<file path="config.mk">
export PLATFORM = sky130hd
export DESIGN_NAME = spi_bus_monitor
export DESIGN_NICKNAME = d
export VERILOG_FILES = /design/src/rtl/spi_bus_monitor.sv
export SDC_FILE = /design/constraint.sdc
export NUM_CORES = 1
export LEC_CHECK = 0
export CORE_ASPECT_RATIO = 0.6
export CORE_MARGIN = 4
export CORE_UTILIZATION = 40
export DETAILED_ROUTE_END_ITERATION = 8
export HOLD_SLACK_MARGIN = 0.03
export PLACE_DENSITY_LB_ADDON = 0.08
export SLEW_MARGIN = 20
export SYNTH_ARGS = -nofsm -noshare
export SYNTH_HDL_FRONTEND = slang
export SYNTH_SLANG_ARGS = --single-unit
</file>
<file path="constraint.sdc">
create_clock -name clk -period 10.4 [get_ports clk]
set_clock_uncertainty 0.15 [all_clocks]
set_input_delay 1.56 -clock clk [delete_from_list [all_inputs] [get_ports clk]]
set_output_delay 1.56 -clock clk [all_outputs]
set_load 0.005 [all_outputs]
</file>
<file path="src/rtl/spi_bus_monitor.sv">
// Passive SPI bus monitor: rebuilds frames from SS_n/MOSI and flags short, long,
// multi-select and MISO-idle errors through registered pulses and saturating counters.
module spi_bus_monitor #(
  parameter int FRAME_BITS = 11,
  parameter int NUM_CH     = 1,
  parameter int CNT_W      = 16,
  localparam int CH_W      = (NUM_CH > 1) ? $clog2(NUM_CH) : 1
) (
  input  logic                  clk,
  input  logic                  rst,
  input  logic [NUM_CH-1:0]     SS_n,
  input  logic                  MOSI,
  input  logic                  MISO,
  input  logic                  clear,
  output logic                  frame_done,
  output logic [CH_W-1:0]       frame_ch,
  output logic [FRAME_BITS-1:0] frame_data,
  output logic                  err_short,
  output logic                  err_long,
  output logic                  err_multi_ss,
  output logic                  err_miso,
  output logic [3:0]            err_sticky,
  output logic [CNT_W-1:0]      frame_cnt,
  output logic [CNT_W-1:0]      err_cnt
);

  localparam int BC_W = $clog2(FRAME_BITS + 1);
  localparam logic [BC_W-1:0]  FULL    = BC_W'(FRAME_BITS);
  localparam logic [CNT_W-1:0] CNT_MAX = '1;

  typedef enum logic [1:0] {IDLE, ACTIVE, OVERRUN, ABORT} state_t;

  state_t                state, state_nxt;
  logic [FRAME_BITS-1:0] shreg, shreg_nxt;
  logic [BC_W-1:0]       bit_cnt, bit_cnt_nxt;
  logic [CH_W-1:0]       ch, ch_nxt, first_ch;
  logic [4:0]            low_cnt;
  logic                  all_high, multi, sel_high, post_rst;
  logic                  done_nxt, short_nxt, long_nxt, multi_nxt, miso_nxt;
  logic [2:0]            err_inc;
  logic [CNT_W+2:0]      err_sum;
  logic [CNT_W-1:0]      err_cnt_nxt, frame_cnt_nxt;

  // Count selected lines, find the lowest selected channel and the latched line's level.
  always_comb begin
    low_cnt  = '0;
    first_ch = '0;
    sel_high = 1'b1;
    for (int i = NUM_CH - 1; i >= 0; i--) begin
      if (!SS_n[i]) begin
        low_cnt  = low_cnt + 5'd1;
        first_ch = CH_W'(i);
      end
      if (CH_W'(i) == ch) sel_high = SS_n[i];
    end
  end

  assign all_high = (low_cnt == 5'd0);
  assign multi    = (NUM_CH > 1) && (low_cnt > 5'd1);

  always_comb begin
    state_nxt   = state;
    shreg_nxt   = shreg;
    bit_cnt_nxt = bit_cnt;
    ch_nxt      = ch;
    done_nxt    = 1'b0;
    short_nxt   = 1'b0;
    long_nxt    = 1'b0;
    multi_nxt   = 1'b0;
    miso_nxt    = MISO && (post_rst || (state == IDLE && all_high));
    if (multi && state != ABORT) begin
      multi_nxt = 1'b1;
      state_nxt = ABORT;
    end else begin
      case (state)
        IDLE: if (!all_high) begin
          state_nxt   = ACTIVE;
          ch_nxt      = first_ch;
          shreg_nxt   = FRAME_BITS'(MOSI);
          bit_cnt_nxt = BC_W'(1);
        end
        ACTIVE: begin
          // A new select on another line in the closing cycle is ignored until its next low sample.
          if (sel_high) begin
            state_nxt = IDLE;
            done_nxt  = (bit_cnt == FULL);
            short_nxt = (bit_cnt != FULL);
          end else if (bit_cnt == FULL) begin
            state_nxt = OVERRUN;
          end else begin
            shreg_nxt   = {shreg[FRAME_BITS-2:0], MOSI};
            bit_cnt_nxt = bit_cnt + BC_W'(1);
          end
        end
        OVERRUN: if (sel_high) begin
          state_nxt = IDLE;
          long_nxt  = 1'b1;
        end
        ABORT: if (all_high) state_nxt = IDLE;
        default: state_nxt = IDLE;
      endcase
    end
  end

  assign err_inc       = 3'(short_nxt) + 3'(long_nxt) + 3'(multi_nxt) + 3'(miso_nxt);
  assign err_sum       = {3'b000, err_cnt} + {{CNT_W{1'b0}}, err_inc};
  assign err_cnt_nxt   = (err_sum > {3'b000, CNT_MAX}) ? CNT_MAX : err_sum[CNT_W-1:0];
  assign frame_cnt_nxt = (done_nxt && frame_cnt != CNT_MAX) ? frame_cnt + CNT_W'(1) : frame_cnt;

  // NOTE: all state here is updated with non-blocking assignments so every register
  // samples the pre-edge values computed above, regardless of statement order.
  always_ff @(posedge clk) begin
    post_rst <= rst;
    if (rst) begin
      state        <= IDLE;
      shreg        <= '0;
      bit_cnt      <= '0;
      ch           <= '0;
      frame_done   <= 1'b0;
      frame_ch     <= '0;
      frame_data   <= '0;
      err_short    <= 1'b0;
      err_long     <= 1'b0;
      err_multi_ss <= 1'b0;
      err_miso     <= 1'b0;
      err_sticky   <= '0;
      frame_cnt    <= '0;
      err_cnt      <= '0;
    end else begin
      state        <= state_nxt;
      shreg        <= shreg_nxt;
      bit_cnt      <= bit_cnt_nxt;
      ch           <= ch_nxt;
      frame_done   <= done_nxt;
      err_short    <= short_nxt;
      err_long     <= long_nxt;
      err_multi_ss <= multi_nxt;
      err_miso     <= miso_nxt;
      if (done_nxt) begin
        frame_data <= shreg;
        frame_ch   <= ch;
      end
      // Clear takes priority over any increment landing in the same cycle.
      if (clear) begin
        err_sticky <= '0;
        frame_cnt  <= '0;
        err_cnt    <= '0;
      end else begin
        err_sticky <= err_sticky | {miso_nxt, multi_nxt, long_nxt, short_nxt};
        frame_cnt  <= frame_cnt_nxt;
        err_cnt    <= err_cnt_nxt;
      end
    end
  end

endmodule
</file>
==> results.py <==
metrics = {
    "route": {
        "vias": 2435,
        "wl_per_cell_um": 14.0,
        "drcViolationCount": 0,
        "dr.pass1.iters": 4,
        "totalWireLength_um": 6830,
        "ant_nets": 0,
        "initialDrtViolationCount": 165,
        "via_per_inst": 4.99,
    },
    "cells_and_area": {
        "layout-drive-gt1-share_pct": 9.54,
        "final_util_pct": 55.7,
        "n_antenna_cell": 0,
        "final_nets": 395,
        "multi_input_area_um2": 1500,
        "area_growth_pct": 30.2,
        "seq_area_um2": 1360,
        "fill_cells": 647,
    },
    "timing": {
        "final_hold_viol_count": 0,
        "slew_violations": 0,
        "rsz0062_at_grt": "no",
        "period_share_pct": 47.3,
        "max_freq_ghz": 0.203,
        "period_minus_slack_ps": 4920,
        "whs_ps": 303,
        "relSlewSlack_pct": 39.4,
        "tightest_slew_ps": 904,
        "setup_viol": 0,
        "setup-tns-final_ps": 0,
    },
    "floorplanning": {
        "die_y_um": 74.7,
        "pin_count": 59,
        "start_util_pct": 42.8,
        "core_area_um2": 6940,
        "rows": 23,
        "dieWidth_um": 119,
        "dieArea_um2": 8900,
    },
    "power_and_ir_drop": {
        "p_leak_uw": 0.00138,
        "fin_total_pwr_uw": 567,
        "peakVddDrop_v": 0.0000587,
        "powerDensity_nw_per_um2": 147,
    },
    "worst_setup_path": {
        "crit_required_ps": 10430,
        "startpoint_type": "primary input",
        "crit_fanout": 7,
        "worstPathArrival_ps": 4950,
        "critPathKind": "primary input to flip-flop",
        "end_kind": "flip-flop",
    },
    "status": {
        "outcome": "completed",
    },
    "global_route": {
        "grt_pass1_vias": 2330,
        "grt_max_degree": 34,
        "antenna_found_initial": 0,
        "grt_overflow": 0,
        "groute.usage.overall_pct": 16.0,
        "grt_pass1_wl_um": 11400,
    },
    "clock_tree": {
        "cts_made_buffers": 9,
        "post_cts_buffers": 0,
        "cts-resized-gates": 0,
        "clkTransAtPathRegs_ps": 60,
        "cts_tree": "built",
        "clk_path_buf_depth": 2,
        "cts_root_buf": "clkbuf_16",
        "clock_sinks": 68,
        "hold_buffers": 0,
        "htree_levels": 3,
        "clk_latency_ps": 320,
    },
    "place": {
        "globalplace.congestion": 0.779,
        "io_buffers": 55,
        "dpl.hpwl_um": 4870,
    },
    "logic_synthesis": {
        "synth_cells": 331,
        "ys_ff_latch": 68,
        "ys_seq_area_share_pct": 45.9,
        "synth-warning-count": 0,
        "synth_area_um2": 2970,
        "syn_avg_cell_area_um2": 8.96,
        "ys_types": 43,
    },
    "run": {
        "max_cap_violations": 0,
    },
    "worst_hold_path": {
        "worstHoldPathType": "flip-flop to flip-flop",
    },
}
stage by stage:
stage          std cells  setup WS (ps)  instance area, um^2
2_1_floorplan        333           6050                 2970
3_3_place_gp         472           5250                 3570
3_5_place_dp         472           5130                 3570
4_1_cts              488           5470                 3860
5_1_grt              488           5190                 3860
6_report             488           5480                 3860
logic make-up after synthesis:
family,count (synthesis),synth area share [%]
simple gates,157,30.3
flops,68,45.9
compound gates,47,8.73
xor+xnor,26,7.68
buf+inv,25,3.88
fa+ha+maj,6,3.04
other cells,1,0.126
mux,1,0.337
power breakdown:
part,switching (uW),internal [uW],total (uW)
Clock,105,179,285
Combinational,10.9,6.48,17.3
Sequential,2.02,263,265
Total,118,449,567
registers in the layout, indices dropped and copies added, names as in the netlist, 2 cells and up:
name and flops:
bit_cnt 4, err_cnt 16, err_sticky 3, frame_cnt 16, frame_data 11, shreg 11, state 2
worst paths after layout:
check	start	end	slack, ps	cells after the start
worst max register to register	state[1]$_SDFFE_PP0P_	err_cnt[14]$_SDFF_PP0_	6840	12
worst max-delay path	SS_n	err_cnt[14]$_SDFF_PP0_	5480	13
worst min register to register	frame_data[6]$_SDFFE_PP0P_	frame_data[6]$_SDFFE_PP0P_	300	2
worst min-delay path	frame_data[6]$_SDFFE_PP0P_	frame_data[6]$_SDFFE_PP0P_	300	2
cell usage after synthesis (all sizes together):
library cell / count / area share, %
and3: 9 / 1.9
a211oi: 2 / 0.67
nand3: 10 / 1.9
xor2: 12 / 3.5
inv: 8 / 1.0
o21a: 1 / 0.25
o21ai: 3 / 0.51
conb: 1 / 0.13
and3b: 1 / 0.30
nand3b: 1 / 0.25
nor4: 3 / 1.6
xnor2: 14 / 4.1
nand2: 57 / 7.2
nor2b: 3 / 0.63
nor3: 8 / 1.7
fa: 2 / 1.3
and2b: 1 / 0.30
o211a: 1 / 0.34
or3: 1 / 0.21
and4b: 2 / 0.72
a21o: 1 / 0.25
or2: 2 / 0.42
and4: 6 / 1.8
nand4: 11 / 3.8
nor4b: 5 / 2.8
ha: 4 / 1.7
dfxtp: 68 / 46
buf: 9 / 1.9
a2111oi: 1 / 0.30
nor2: 34 / 4.3
mux2i: 1 / 0.34
and2: 3 / 0.63
clkbuf: 8 / 1.0
a21oi: 38 / 6.4
final cells by class:
| class | count | share of cell area (%) |
|---|---|---|
| clock buffers | 12 | 6.90 |
| clock inverters | 4 | 0.583 |
| inverters | 8 | 0.778 |
| multi-input cells | 240 | 38.8 |
| flip-flops and latches | 68 | 35.3 |
| well taps | 100 | 3.24 |
| repair buffers | 56 | 14.5 |
critical path, cell delays in order:
cell and delay [ps]:
clkdlybuf4s50_1 530, and2b_2 330, nor2b_1 150, o21ai_0 230, inv_1 110, fa_1 500, ha_1 170, inv_1 50
fa_1 450, nor4_4 340, and3_1 260, and4b_1 200, nor3_1 50
layer usage:
layer / global-route usage [%] / vias to the layer above / share of wire [%]
met3: 4.80 / 2 / 4.3
li1: - / 1232 / -
met2: 23.0 / 61 / 42
met1: 23.3 / 1140 / 53
met5: 0 / - / 0
met4: 4.62 / 0 / 0.34
cell usage in the layout, fill, tap and decap left out, types with 4 or more instances in the layout:
| cell | count |
|---|---|
| dfxtp_1 | 68 |
| nand2_1 | 57 |
| clkdlybuf4s50_1 | 55 |
| a21oi_1 | 38 |
| nor2_1 | 34 |
| xnor2_1 | 14 |
| xor2_1 | 12 |
| and3_1 | 9 |
| nand3_1 | 9 |
| clkbuf_16 | 9 |
| inv_1 | 8 |
| nand4_1 | 7 |
| and4_1 | 6 |
| nor3_1 | 6 |
| nor4b_2 | 4 |
| ha_1 | 4 |
Power figures use the tool's default switching activity.
